--- src/rtl/booth_mult_seq.sv ---
// Sequential signed Booth multiplier with valid/ready handshakes on operands and product.
// Radix-2 recoding by default (W iterations). Define BOOTH_RADIX4_EN for modified Booth
// radix-4 recoding (W/2 iterations, W must be even).
module booth_mult_seq #(
    parameter int unsigned W = 8
) (
    input  logic             clk,
    input  logic             rst,
    input  logic             in_valid,
    output logic             in_ready,
    input  logic [W-1:0]     mcand,
    input  logic [W-1:0]     mplier,
    output logic             out_valid,
    input  logic             out_ready,
    output logic [2*W-1:0]   product,
    output logic             busy
);

    localparam int unsigned CNT_W = $clog2(W + 1);

`ifdef BOOTH_RADIX4_EN
    // Two guard bits so that +/-2M never overflows the partial product.
    localparam int unsigned AW    = W + 2;
    localparam int unsigned STEPS = W / 2;
    localparam int unsigned SHIFT = 2;

    if ((W % 2) != 0) begin : g_w_odd
        $error("booth_mult_seq: radix-4 recoding requires an even W");
    end
`else
    // One guard bit keeps M = -2^(W-1) exact.
    localparam int unsigned AW    = W + 1;
    localparam int unsigned STEPS = W;
    localparam int unsigned SHIFT = 1;
`endif

    if (W < 2) begin : g_w_small
        $error("booth_mult_seq: W must be at least 2");
    end

    typedef enum logic [1:0] {StIdle, StCalc, StDone} state_e;

    state_e             state_q, state_d;
    logic [W-1:0]       m_q;
    logic [AW-1:0]      a_q;
    logic [W-1:0]       q_q;
    logic               qm1_q;
    logic [CNT_W-1:0]   cnt_q;
    logic [2*W-1:0]     product_q;

    logic               accept;
    logic               last_iter;
    logic [AW-1:0]      m_ext;
    logic [AW-1:0]      addend;
    logic [AW-1:0]      sum;
    logic signed [AW+W:0] cat_sh;
    logic [AW-1:0]      a_sh;
    logic [W-1:0]       q_sh;
    logic               qm1_sh;

    assign accept    = (state_q == StIdle) && in_valid;
    assign last_iter = (state_q == StCalc) && (cnt_q == CNT_W'(1));

    assign in_ready  = (state_q == StIdle);
    assign out_valid = (state_q == StDone);
    assign busy      = (state_q == StCalc) || (state_q == StDone);
    assign product   = product_q;

    // Booth recoding of the low multiplier bits into the partial-product addend.
    always_comb begin
        m_ext  = {{(AW - W){m_q[W-1]}}, m_q};
        addend = '0;
`ifdef BOOTH_RADIX4_EN
        case ({q_q[1:0], qm1_q})
            3'b001, 3'b010: addend = m_ext;
            3'b011:         addend = m_ext << 1;
            3'b100:         addend = -(m_ext << 1);
            3'b101, 3'b110: addend = -m_ext;
            default:        addend = '0;
        endcase
`else
        case ({q_q[0], qm1_q})
            2'b01:   addend = m_ext;
            2'b10:   addend = -m_ext;
            default: addend = '0;
        endcase
`endif
        sum    = a_q + addend;
        // Arithmetic shift of the whole {A,Q,q_m1} chain.
        cat_sh = $signed({sum, q_q, qm1_q}) >>> SHIFT;
        a_sh   = cat_sh[AW+W:W+1];
        q_sh   = cat_sh[W:1];
        qm1_sh = cat_sh[0];
    end

    // Next-state logic for the handshake controller.
    always_comb begin
        state_d = state_q;
        case (state_q)
            StIdle:  if (in_valid)  state_d = StCalc;
            StCalc:  if (last_iter) state_d = StDone;
            StDone:  if (out_ready) state_d = StIdle;
            default: state_d = StIdle;
        endcase
    end

    // Controller state register.
    always_ff @(posedge clk or negedge rst) begin
        if (!rst) begin
            state_q <= StIdle;
        end else begin
            state_q <= state_d;
        end
    end

    // Datapath: operand load, one Booth step per CALC cycle, product capture on the last step.
    always_ff @(posedge clk or negedge rst) begin
        if (!rst) begin
            m_q       <= '0;
            a_q       <= '0;
            q_q       <= '0;
            qm1_q     <= 1'b0;
            cnt_q     <= '0;
            product_q <= '0;
        end else if (accept) begin
            m_q   <= mcand;
            a_q   <= '0;
            q_q   <= mplier;
            qm1_q <= 1'b0;
            cnt_q <= CNT_W'(STEPS);
        end else if (state_q == StCalc) begin
            a_q   <= a_sh;
            q_q   <= q_sh;
            qm1_q <= qm1_sh;
            cnt_q <= cnt_q - CNT_W'(1);
            if (last_iter) begin
                product_q <= {a_sh[W-1:0], q_sh};
            end
        end
    end

endmodule

--- config.mk ---
export PLATFORM = sky130hd
export DESIGN_NAME = booth_mult_seq
export DESIGN_NICKNAME = d
export VERILOG_FILES = /design/src/rtl/booth_mult_seq.sv
export SDC_FILE = /design/constraint.sdc
export NUM_CORES = 1
export LEC_CHECK = 0
export ABC_AREA = 1
export CAP_MARGIN = 20
export CORE_MARGIN = 2
export CORE_UTILIZATION = 30
export DETAILED_ROUTE_END_ITERATION = 8
export HOLD_SLACK_MARGIN = 0.02
export PLACE_DENSITY_LB_ADDON = 0.12
export SLEW_MARGIN = 20
export SYNTH_ARGS = -nofsm -noshare
export SYNTH_HDL_FRONTEND = slang
export SYNTH_SLANG_ARGS = --single-unit
--- constraint.sdc ---
create_clock -name clk -period 2.29 [get_ports clk]
set_input_delay 0.458 -clock clk [delete_from_list [all_inputs] [get_ports clk]]
set_output_delay 0.458 -clock clk [all_outputs]
set_load 0.03 [all_outputs]
==> run_results.csv, run 1 <==
group,metric,value,unit
status,run_status,"finished clean",
setup_path,worstPathCellList,"inv_2 -> nand4_1 -> nor2_2 -> nand3_1 -> a211oi_2 -> ha_1 -> a21oi_2 -> o21ai_1 -> a21oi_2 -> nand3_2 -> nand3_1 -> nand2_1",
floorplan,core_area,8590,sq um
timing,grt_setup_unrepaired,"yes",
timing,period_needed,2.26,ns
setup_path,cp_slowest_cell,"sky130_fd_sc_hd__dfrtp_1",
synthesis,yosysUniqueCellTypes,35,
grt,grt_pass1_vias,2317,
drt,detail_route.drc_violations,0,
drt,wl_per_cell,13.4,microns
floorplan,die_h,97.3,microns
grt,grt_max_degree,31,
clock_network,ctsRootBufferMaster,"sky130_fd_sc_hd__clkbuf_8",
drt,first_pass_iters,4,
clock_network,clk-insertion-delay-late,0.31,ns
placement,placement.io_buffers,38,
placement,place_inst,469,
synthesis,synth_top_cells_by_area,"sky130_fd_sc_hd__dfrtp_1, sky130_fd_sc_hd__nand2_1, sky130_fd_sc_hd__ha_1",
hold_path,min_path_type,"in -> async",
power_and_ir_drop,power.ir.vdd_worst,0.559,mV
synthesis,syn-cell-area,2610,sq um
synthesis,post_synth_inst_count,311,
grt,grt.overflow.total,0,
layout,share_of_post_route_cells_with_drive_strength_above_1,23.9,%
drt,drtIter0Drc,44,
timing,final_setup_vio_count,0,
setup_path,critPathLaunchType,"flop",
clock_network,clock_sinks,47,
timing,finalHoldViolations,0,
clock_network,cts.reportedPaths.clkPinSlew,0.11,ns
synthesis,synth_fp_nets,348,
synthesis,synth_largest_area_cell,"sky130_fd_sc_hd__dfrtp_1",
placement,detailedPlacementHpwl,4710,microns
setup_path,timing.rr.start,"m_q[2]$_DFFE_PN0P_",
synthesis,synth.mux.area_fraction,0,%
floorplan,die_area,9460,sq um
setup_path,worstPathRequired,2.50,ns
layout,final_core_util,41.0,%
timing,finalSetupTns,0,ns
layout,layout.nets,413,
setup_path,cp_data_arrival_time,2.47,ns
setup_path,worst-path-max-fanout,3,
drt,detail_route.vias_per_cell,4.66,
floorplan,floorplan.die.width,97.3,microns
power_and_ir_drop,report.power.total,0.00472,W
power_and_ir_drop,power.leakage,1.68,nW
placement,gp_congestion,0.840,
clock_network,cts_tree,"built",
grt,antenna_violations_before_repair,0,
clock_network,cts-buffers-inserted,5,
synthesis,synth_compound_area_share,14.3,%
synthesis,ys_seq_area_share,45.1,%
setup_path,critPathMaxStageDelay,0.42,ns
timing,max_clock_freq,443,MHz
run,max_cap_violations,0,
setup_path,startpoint,"m_q[2]$_DFFE_PN0P_",
timing,worst_pin_slew,0.470,ns
floorplan,floorplan.initialDensity,30.4,%
synthesis,post_synth_xor_area_fraction,1.34,%
timing,fin_skew,0.0128,ns
grt,grt_pass1_wl,11100,microns
layout,synthesis_to_layout_area_growth,35.2,%
drt,detailroute.via_count,2259,
synthesis,synth_warnings,0,
layout,antenna-diode-count,0,
floorplan,row_count,34,
drt,drt-total-wl,6500,microns
synthesis,ff_latch_count_synth,47,
timing,slew_violations,0,
drt,postRouteAntennaNets,0,
synthesis,synthesis.area_per_instance,8.39,sq um
floorplan,ports_placed_on_the_boundary,39,
layout,finalNonFillerCells,485,
clock_network,ctsLongestPathBuffers,2,
setup_path,timing.setup.critical_path_class,"reg -> reg",
timing,worst_slew_margin_rel,68.7,%
power_and_ir_drop,powerDensity,1340,nW/um^2
timing,fin_hold_ws,0.0843,ns
synthesis,post_synth_and_or_nand_nor_area_fraction,23.7,%
layout,fillCellCount,880,
clock_network,cts_hold_repair.buffers,0,
setup_path,critPathCaptureType,"flop",
grt,globalRouteTotalUtil,14.3,%
clock_network,htree_num_levels,2,
synthesis,synth_fa_ha_area_share,8.44,%
timing,layout_worst_path_cycle_share,98.6,%
synthesis,fraction_of_post_synthesis_cell_area_in_the_top_cell_type_by_area,45.1,%
synthesis,synth_top_family_by_area,"simple AND/OR/NAND/NOR gates",
through the flow:
stage,worst slack [ns],area (sq um)
2_1_floorplan,0.0141,2610
3_3_place_gp,0.0197,3230
3_5_place_dp,-0.0530,3230
4_1_cts,0.00147,3360
5_1_grt,-0.197,3530
6_report,0.0319,3530
Yosys cell counts:
library cell	count
sky130_fd_sc_hd__a211oi_1	1
sky130_fd_sc_hd__a21o_1	3
sky130_fd_sc_hd__a21oi_1	14
sky130_fd_sc_hd__a31oi_1	1
sky130_fd_sc_hd__and2_0	1
sky130_fd_sc_hd__buf_2	3
sky130_fd_sc_hd__buf_6	2
sky130_fd_sc_hd__clkbuf_1	3
sky130_fd_sc_hd__clkinv_1	1
sky130_fd_sc_hd__dfrtp_1	47
sky130_fd_sc_hd__fa_1	1
sky130_fd_sc_hd__ha_1	16
sky130_fd_sc_hd__inv_1	29
sky130_fd_sc_hd__inv_2	3
sky130_fd_sc_hd__inv_4	2
sky130_fd_sc_hd__nand2_1	95
sky130_fd_sc_hd__nand2_2	4
sky130_fd_sc_hd__nand3_1	18
sky130_fd_sc_hd__nand3b_1	3
sky130_fd_sc_hd__nand4_1	3
sky130_fd_sc_hd__nor2_1	11
sky130_fd_sc_hd__nor2_2	1
sky130_fd_sc_hd__nor2_8	2
sky130_fd_sc_hd__nor3_1	1
sky130_fd_sc_hd__nor4_1	1
sky130_fd_sc_hd__o211ai_1	4
sky130_fd_sc_hd__o21a_1	1
sky130_fd_sc_hd__o21ai_0	19
sky130_fd_sc_hd__o21ai_1	2
sky130_fd_sc_hd__o21ai_2	7
sky130_fd_sc_hd__o221ai_1	5
sky130_fd_sc_hd__o22ai_1	2
sky130_fd_sc_hd__o31ai_1	1
sky130_fd_sc_hd__xnor2_1	2
sky130_fd_sc_hd__xor2_1	2
placed cells by master (no fill, tap or decap), types with 6 or more instances in the layout:
cell type / Yosys / routed
sky130_fd_sc_hd__inv_2: 3 / 7
sky130_fd_sc_hd__o21ai_0: 19 / 18
sky130_fd_sc_hd__clkdlybuf4s50_1: 0 / 37
sky130_fd_sc_hd__buf_4: 0 / 27
sky130_fd_sc_hd__nor2_2: 1 / 6
sky130_fd_sc_hd__ha_1: 16 / 12
sky130_fd_sc_hd__nand3_1: 18 / 15
sky130_fd_sc_hd__nand2_2: 4 / 8
sky130_fd_sc_hd__inv_1: 29 / 25
sky130_fd_sc_hd__dfrtp_1: 47 / 47
sky130_fd_sc_hd__o21ai_2: 7 / 7
sky130_fd_sc_hd__nand2_1: 95 / 91
sky130_fd_sc_hd__a21oi_2: 0 / 8
sequential cells by signal, indices dropped and copies added, names as in the netlist:
register	count
q_q	8
cnt_q	4
state_q	2
qm1_q	1
m_q	8
a_q	8
product	16
repair_timing:
action	CTS	global route
buffers inserted	1	7
gates resized for setup	6	33
setup endpoints to repair	2	12
pin swaps	1	18
gates cloned	0	0
metal layers:
metal / track usage, % / vias to the layer above / wire [microns]
met3: 2.59 / 7 / 196
li1: - / 1152 / -
met2: 23.9 / 37 / 3140
met5: 0 / - / 0
met4: 3.31 / 0 / 65
met1: 19.2 / 1063 / 3100
worst max-delay path, delay by kind of cell, from the launching register on:
kind / cells / cell delay [ns]
and+or+nand+nor: 6 / 0.75
AOI/OAI and AO/OA: 4 / 0.63
buffers and inverters: 1 / 0.06
adders and majority gates: 1 / 0.31
DFF: 1 / 0.42
power breakdown:
group	switching [W]	internal, W	leakage, nW
combinational	0.00159	0.00117	1.05
clock	0.000336	0.000227	0.0467
sequential	0.000225	0.00117	0.585
cell families (layout without fill, tap and decap cells):
family | Yosys count | after routing
AO/OA/AOI/OAI | 60 | 60
XOR/XNOR | 4 | 4
adder cells (fa/ha/maj) | 17 | 17
buffers and inverters | 43 | 109
flip-flops | 47 | 47
AND/OR/NAND/NOR | 140 | 140
final timing paths:
kind                                           to  slack (ns)  cells after the start
max in group asynchronous    cnt_q[2]$_DFFE_PN0P_        1.68                      2
min                            m_q[3]$_DFFE_PN0P_        0.08                      1
min reg2reg                product[2]$_DFFE_PN0P_        0.48                      2
min in group clk           product[2]$_DFFE_PN0P_        0.48                      2
max                            a_q[7]$_DFFE_PN0P_        0.03                     12
max reg2reg                    a_q[7]$_DFFE_PN0P_        0.03                     12
area by class of cell:
cell class	count	area (sq um)	area share (%)
clock buffer	5	68.8	1.95
clock inverter	3	27.5	0.781
inverter	35	136	3.87
multi-input combinational	221	1380	39.2
sequential	47	1180	33.4
tap	108	135	3.83
timing repair buffer	66	598	17.0
Power figures use the tool's default switching activity.
==> inputs of run 2 (changes only) <==
--- a/config.mk
+++ b/config.mk
@@ -9,6 +9,7 @@
 export CAP_MARGIN = 20
 export CORE_MARGIN = 2
 export CORE_UTILIZATION = 30
+export CTS_BUF_LIST = sky130_fd_sc_hd__clkbuf_4 sky130_fd_sc_hd__clkbuf_8
 export DETAILED_ROUTE_END_ITERATION = 8
 export HOLD_SLACK_MARGIN = 0.02
 export PLACE_DENSITY_LB_ADDON = 0.12
==> results of run 2 <==
Final layout, timing and power as in run 1 (identical DEF).
==> inputs of run 3 (changes only) <==
--- a/config.mk
+++ b/config.mk
@@ -17,3 +17,4 @@
 export SYNTH_ARGS = -nofsm -noshare
 export SYNTH_HDL_FRONTEND = slang
 export SYNTH_SLANG_ARGS = --single-unit
+export TNS_END_PERCENT = 10
==> run 3 against run 2 <==
Effect of this change: clock-buffer cell count did not move; global-route usage did not move; utilization fell by 0.52 points; largest power group unchanged.
==> run_results.csv, run 3 (synthesis results as in run 1) <==
group,metric,value,unit
status,run_status,"finished clean",
floorplan,floorplan.die.width,97.3,microns
layout,final_core_util,40.5,%
floorplan,ports_placed_on_the_boundary,39,
drt,drt-total-wl,6420,microns
setup_path,timing.setup.critical_path_class,"reg -> reg",
drt,detailroute.via_count,2238,
grt,antenna_violations_before_repair,0,
clock_network,cts_tree,"built",
timing,fin_skew,0.0157,ns
setup_path,cp_data_arrival_time,2.48,ns
layout,synthesis_to_layout_area_growth,33.4,%
setup_path,timing.rr.start,"m_q[2]$_DFFE_PN0P_",
timing,layout_worst_path_cycle_share,99.0,%
setup_path,critPathLaunchType,"flop",
power_and_ir_drop,power.leakage,1.67,nW
drt,detail_route.vias_per_cell,4.62,
drt,detail_route.drc_violations,0,
timing,worst_pin_slew,0.470,ns
floorplan,die_h,97.3,microns
clock_network,cts-buffers-inserted,5,
floorplan,die_area,9460,sq um
layout,layout.cells.most_common,"sky130_fd_sc_hd__nand2_1",
layout,final_cell_mix,"sky130_fd_sc_hd__nand2_1, sky130_fd_sc_hd__dfrtp_1, sky130_fd_sc_hd__clkdlybuf4s50_1",
placement,detailedPlacementHpwl,4710,microns
power_and_ir_drop,powerDensity,1340,nW/um^2
clock_network,clock_sinks,47,
timing,final_setup_vio_count,0,
layout,share_of_post_route_cells_with_drive_strength_above_1,22.1,%
layout,antenna-diode-count,0,
hold_path,min_path_type,"in -> async",
setup_path,worstPathRequired,2.50,ns
timing,fin_hold_ws,0.0785,ns
drt,drtIter0Drc,41,
setup_path,regToRegEndpoint,"a_q[7]$_DFFE_PN0P_",
drt,first_pass_iters,4,
floorplan,core_area,8590,sq um
power_and_ir_drop,power.ir.vdd_worst,0.559,mV
timing,grt_setup_unrepaired,"yes",
placement,placement.io_buffers,38,
layout,fillCellCount,890,
clock_network,cts.reportedPaths.clkPinSlew,0.11,ns
timing,slew_violations,0,
grt,grt.overflow.total,0,
setup_path,critPathCaptureType,"flop",
floorplan,row_count,34,
clock_network,ctsLongestPathBuffers,2,
clock_network,clk-insertion-delay-late,0.31,ns
timing,finalHoldViolations,0,
layout,largest_register_ffs,16,
grt,globalRouteTotalUtil,14.3,%
setup_path,reg2reg_setup_slack,0.02,ns
timing,worst_slew_margin_rel,68.7,%
drt,postRouteAntennaNets,0,
grt,grt_pass1_vias,2317,
run,max_cap_violations,0,
drt,wl_per_cell,13.3,microns
timing,max_clock_freq,441,MHz
clock_network,htree_num_levels,2,
grt,grt_pass1_wl,11100,microns
placement,gp_congestion,0.840,
floorplan,floorplan.initialDensity,30.4,%
setup_path,worst-path-max-fanout,3,
grt,grt_max_degree,31,
layout,layout.nets,412,
clock_network,ctsRootBufferMaster,"sky130_fd_sc_hd__clkbuf_8",
clock_network,cts_hold_repair.buffers,0,
setup_path,register_to_register_path_depth,12,
timing,period_needed,2.27,ns
-- run 3: stage by stage --
step	TNS [ns]	instances	power [W]	setup WS, ns	cell area, sq um
after detailed placement	-0.0899	469	0.00394	-0.0530	3230
after global routing	-0.638	484	0.00507	-0.186	3480
after CTS	0	478	0.00456	0.00147	3360
final	0	484	0.00467	0.0222	3480
after global placement	0	469	0.00392	0.0197	3230
after floorplan	0	311	0.00299	0.0141	2610
-- run 3: worst max-delay path, cell delays in order (launching register included) --
cell and delay, ns:
sky130_fd_sc_hd__dfrtp_1 0.42, sky130_fd_sc_hd__inv_2 0.06, sky130_fd_sc_hd__nand4_1 0.18, sky130_fd_sc_hd__nor2_2 0.23
sky130_fd_sc_hd__nand3_1 0.12, sky130_fd_sc_hd__a211oi_2 0.24, sky130_fd_sc_hd__ha_1 0.30, sky130_fd_sc_hd__a21oi_2 0.17
sky130_fd_sc_hd__o21ai_1 0.09, sky130_fd_sc_hd__a21oi_2 0.13, sky130_fd_sc_hd__nand3_2 0.09, sky130_fd_sc_hd__nand3_1 0.08
sky130_fd_sc_hd__nand2_1 0.05
-- run 3: layout make-up --
| type | instances | area (sq um) | share of cell area (%) |
|---|---|---|---|
| clock inverter | 3 | 27.5 | 0.791 |
| clock buffer | 5 | 68.8 | 1.98 |
| sequential | 47 | 1180 | 33.8 |
| tap | 108 | 135 | 3.88 |
| inverter | 35 | 136 | 3.92 |
| multi-input combinational | 221 | 1350 | 38.7 |
| timing repair buffer | 65 | 591 | 17.0 |
-- run 3: worst max-delay path by stage --
stage | startpoint | to | slack, ns | cells past startpoint
6_report | m_q[2]$_DFFE_PN0P_ | a_q[7]$_DFFE_PN0P_ | 0.02 | 12
3_3_place_gp | m_q[0]$_DFFE_PN0P_ | product[15]$_DFFE_PN0P_ | 0.02 | 15
4_1_cts | m_q[0]$_DFFE_PN0P_ | product[15]$_DFFE_PN0P_ | 0.001 | 15
2_1_floorplan | q_q[0]$_DFFE_PN0P_ | product[15]$_DFFE_PN0P_ | 0.01 | 12
3_5_place_dp | qm1_q$_DFFE_PN0P_ | product[15]$_DFFE_PN0P_ | -0.05 | 12
5_1_grt | m_q[2]$_DFFE_PN0P_ | a_q[7]$_DFFE_PN0P_ | -0.19 | 12
-- run 3: what timing repair did --
item	4_1_cts	5_1_grt
resized for setup	6	26
setup buffers	1	6
pin swaps	1	13
endpoints found under the setup margin	2	12
-- run 3: per-layer routing --
metal	wire length [microns]	GRT usage [%]
met5	0	0
met4	64	3.31
met3	194	2.59
met2	3060	23.9
met1	3100	19.2
-- run 3: report_power, final --
part / switching (W) / internal, W
combinational: 0.00156 / 0.00115
sequential: 0.000222 / 0.00117
clock: 0.000339 / 0.000227
==> RTL change 1: new RTL, flow settings as in run 3 <==
Change the parameter `W` from 8 to 16.
--- a/src/rtl/booth_mult_seq.sv
+++ b/src/rtl/booth_mult_seq.sv
@@ -4,3 +4,3 @@
 module booth_mult_seq #(
-    parameter int unsigned W = 8
+    parameter int unsigned W = 16
 ) (
Ports: changed (resized mcand, mplier and product); port bits go from 39 to 71. No check against the original RTL was run, so the function may have changed too.
==> RTL change 1 against run 3 <==
  * The flow now finishes with violations (negative setup slack)
  * Wire length rose by 120%
  * Largest power group unchanged
  * Worst setup slack got worse by 290 ps
  * Total power increased by 110%
  * Area after synthesis grew 89%
  * Sequential cell count rose by 41
  * Final area increased by 110%
  * Highest routed layer unchanged
  * Non-clock buffer count rose by 106
  * Cell count up 110%
==> RTL change 1: results (changes against run 3) <==
post_cts resized=47 (was 6); non-clock buffer count=171 (was 65); final instance area=7320 um^2 (was 3480 um^2); via count=4,763 (was 2,238); port bufs=70 (was 38); Post-CTS Setup Inserts=11 (was 1); Layout clock buffers=10 (was 5); largest net degree at the start of global routing=48 (was 31); Clock buf/inv share=0.0292 (was 0.0277); setup_tns=-4060 ps (was 0 ps); CP Capture Point=a_q[15]$_DFFE_PN0P_ (was a_q[7]$_DFFE_PN0P_); Synth Cell Area=4930 um^2 (was 2610 um^2); Worst path max stage delay=380 ps (was 420 ps); logic gate share of total power=0.617 (was 0.580); clock transition at the registers of the reported paths=90 ps (was 110 ps); GR Layer Usage met2=0.291 (was 0.239); largest cells by area after synthesis=dfrtp_1, nand2_1, ha_1 (unchanged); Final Total Pwr=9920 uW (was 4670 uW); status=finished, violations left (was completed); leak pwr=0.00352 uW (was 0.00167 uW); Reg2Reg Depth=17 (was 12); Largest register FFs=32 (was 16); layout cells sized above 1=0.279 (was 0.221); crit path DAT=2840 ps (was 2480 ps); NonClk Buf Share=0.208 (was 0.170); Peak VDD IR=704 uV (was 559 uV); final WL=14,400 um (was 6420 um); initial DRC count=232 (was 41); Total GRT Usage=0.171 (was 0.143); M3 GR Usage=0.0423 (was 0.0259); Reg power frac=0.263 (was 0.298); Final WS setup=-269 ps (was 22.2 ps); hold slack=42.7 ps (was 78.5 ps); detailed placer's ending HPWL=10,500 um (was 4710 um); post-placement cell area=6460 um^2 (was 3230 um^2); CTS Buf Count=9 (was 5); DR WL met2=7020 um (was 3060 um); grt met1 use=0.216 (was 0.192); Syn Nets=694 (was 348); first-pass GRT wire length=24,100 um (was 11,100 um); failing checks=negative setup slack; NetSw=4370 uW (was 2120 uW); Multi-Input Combinational=461 (was 221); most common library cells after synthesis=nand2_1, dfrtp_1, inv_1 (unchanged); fill cell count=1,620 (was 890); CTS Sinks=88 (was 47); Nets=856 (was 412); Syn Inst Count=633 (was 311); placed insts=979 (was 469); crit path max fanout=5 (was 3); Slew Limit Headroom=0.630 (was 0.687); Final Non-Filler Cells=1,016 (was 484); final setup violation count=21 (was 0); Setup crit start=m_q[0]$_DFFE_PN0P_ (was m_q[2]$_DFFE_PN0P_); Signal inverters=64 (was 35)
## RTL change 1: cell types whose count changed after synthesis, moves of 4 or more
| cell | before | now |
|---|---|---|
| nand2_1 | 95 | 217 |
| dfrtp_1 | 47 | 88 |
| nand3_1 | 18 | 52 |
| inv_1 | 29 | 60 |
| o21ai_0 | 19 | 41 |
| a21oi_1 | 14 | 35 |
| nor2_1 | 11 | 26 |
| ha_1 | 16 | 24 |
| clkbuf_1 | 3 | 9 |
| o21ai_1 | 2 | 8 |
| o221ai_1 | 5 | 10 |
| nand2_2 | 4 | 0 |
| o21ai_2 | 7 | 3 |
| xor2_1 | 2 | 6 |
## RTL change 1: cells by family (layout without fill, tap and decap cells)
family | count (synthesis) | in the layout | share of synthesized area
buffers and inverters | 84 | 251 | 0.0718
AO/OA/AOI/OAI | 112 | 112 | 0.131
flip-flops | 88 | 88 | 0.447
XOR/XNOR | 8 | 8 | 0.0142
adder cells (fa/ha/maj) | 25 | 25 | 0.0650
AND/OR/NAND/NOR | 316 | 316 | 0.271
==> RTL change 2: new RTL, flow settings as in run 3 <==
Without the edit above. Reset style: synchronous (`rst`), changed in 2 clocked blocks.
--- a/src/rtl/booth_mult_seq.sv
+++ b/src/rtl/booth_mult_seq.sv
@@ -107,3 +107,3 @@
     // Controller state register.
-    always_ff @(posedge clk or negedge rst) begin
+    always_ff @(posedge clk) begin
         if (!rst) begin
@@ -116,3 +116,3 @@
     // Datapath: operand load, one Booth step per CALC cycle, product capture on the last step.
-    always_ff @(posedge clk or negedge rst) begin
+    always_ff @(posedge clk) begin
         if (!rst) begin
Behaviour: differs if rst is asserted again (counterexample within 4 cycles, from zero or initial values and one cycle with rst low); with rst held inactive, the same outputs for 4 cycles.
==> RTL change 2 against run 3 <==
  * Area after synthesis increased by 0.14%
  * Core utilization increased by 0.70 points
  * Sequential share of layout area decreased by 7.0 points
  * Wire length increased by 5.5%
  * Die area increased by 0.14%
  * Sequential cell count unchanged
  * Total power decreased by 31%
  * Worst setup slack improved by 75 ps
  * Final area increased by 1.7%
  * Synthesized cell count increased by 18%
  * Critical path type unchanged
==> RTL change 2: results (changes against run 3) <==
crit path DAT=2400 ps (was 2480 ps); fill cell count=877 (was 890); Tcrit/Tclk final=0.958 (was 0.990); final worst clock skew=12.1 ps (was 15.7 ps); detailed placer's ending HPWL=4740 um (was 4710 um); post-placement cell area=3170 um^2 (was 3230 um^2); Mean Syn Cell Area=7.12 um^2 (was 8.39 um^2); placed insts=515 (was 469); Final Non-Filler Cells=534 (was 484); Worst path max stage delay=400 ps (was 420 ps); leak pwr=0.00159 uW (was 0.00167 uW); Total GRT Usage=0.142 (was 0.143); FFs w/ async S/R, synth=0 (was 1.00); Cell variety after synth=33 (was 35); Syn Nets=404 (was 348); wire per inst=12.7 um (was 13.3 um); HP Class=reg -> reg (was in -> async); reg2reg setup slack=100 ps (was 20 ps); most common library cells after synthesis=nand2_1, nor2_1, inv_1 (was nand2_1, dfrtp_1, inv_1); number of global-route vias before repair=2,361 (was 2,317); root buffer cell=clkbuf_8 (unchanged); Layout area overhead=35.5% (was 33.4%); largest net degree at the start of global routing=20 (was 31); status=completed (unchanged); layout cells sized above 1=0.209 (was 0.221); Slew Limit Headroom=0.666 (was 0.687); Setup crit start=qm1_q$_SDFFE_PP0P_ (was m_q[2]$_DFFE_PN0P_); Peak VDD IR=301 uV (was 559 uV); worst r2r dst=a_q[7]$_SDFFE_PP0P_ (was a_q[7]$_DFFE_PN0P_); largest cells by area after synthesis=dfxtp_1, nand2_1, nor2_1 (was dfrtp_1, nand2_1, ha_1); ys flop type=dfxtp_1 (was dfrtp_1); DP Worst Slack=-26.0 ps (was -53.0 ps); ant diodes=0 (unchanged); via count=2,464 (was 2,238); Seq/Total Area, Yosys=0.360 (was 0.451); Reg2Reg Depth=14 (was 12); initial DRC count=108 (was 41)
==> RTL change 2: cell types whose count changed after synthesis, sizes merged, moves of 3 or more <==
| cell | run 3 | this run |
|---|---|---|
| buf | 5 | 9 |
| a21oi | 14 | 26 |
| nor2 | 14 | 61 |
| nand2 | 99 | 64 |
| o211ai | 4 | 1 |
| inv | 34 | 59 |
| a211oi | 1 | 7 |
| o21ai | 28 | 31 |
| dfxtp | 0 | 47 |
| dfrtp | 47 | 0 |
==> RTL change 2: worst reg2reg max path: cells and delay by family (launching register included) <==
family                     cells  cell delay (ps)
buffers and inverters          2              170
and+or+nand+nor                9              830
adders and majority gates      3              760
DFF                            1              360
==> RTL change 2: power breakdown <==
group | internal (uW) | switching [uW]
registers | 983 | 129
clock network | 232 | 298
logic | 630 | 934
==> RTL change 2: how the worst min path moves through the flow <==
stage                                     start                    end  slack, ps  cells past startpoint
after floorplan             a_q[0]$_SDFFE_PP0P_    a_q[0]$_SDFFE_PP0P_        440                      2
after global placement      a_q[0]$_SDFFE_PP0P_    a_q[0]$_SDFFE_PP0P_        450                      2
after detailed placement    a_q[0]$_SDFFE_PP0P_    a_q[0]$_SDFFE_PP0P_        460                      2
after CTS                   a_q[0]$_SDFFE_PP0P_    a_q[0]$_SDFFE_PP0P_        480                      2
after global routing      cnt_q[1]$_SDFFE_PP0P_  cnt_q[1]$_SDFFE_PP0P_        510                      2
final                       a_q[0]$_SDFFE_PP0P_    a_q[0]$_SDFFE_PP0P_        480                      2
==> RTL change 2: area by class of cell <==
class / count / area share
Multi-Input combinational cell: 247 / 0.434
Sequential cell: 47 / 0.267
Timing Repair Buffer: 65 / 0.170
Inverter: 59 / 0.0640
Tap cell: 108 / 0.0382
Clock buffer: 6 / 0.0216
Clock inverter: 2 / 0.00459
==> RTL change 2: cell families after synthesis <==
logic type	after synthesis	synth area share
AND/OR/NAND/NOR	154	0.252
XOR/XNOR	3	0.0101
adder cells (fa/ha/maj)	17	0.0843
flip-flops	47	0.360
AO/OA/AOI/OAI	73	0.172
buffers and inverters	73	0.121
==> RTL change 2: timing repair <==
item	in CTS	in global routing
endpoints found under the hold margin	0	0
hold buffers	0	0
setup buffers	0	11
pin swaps	0	22
gates resized for setup	1	54
setup endpoints to repair	3	12
==> RTL change 2: routing by layer <==
metal | part of all wire | up-vias | wire, um | global-route usage
met2 | 0.45 | 64 | 3030 | 0.229
li1 | - | 1290 | - | -
met4 | 0.011 | 0 | 73 | 0.0299
met3 | 0.036 | 8 | 244 | 0.0281
met5 | 0 | - | 0 | 0
met1 | 0.50 | 1102 | 3420 | 0.199
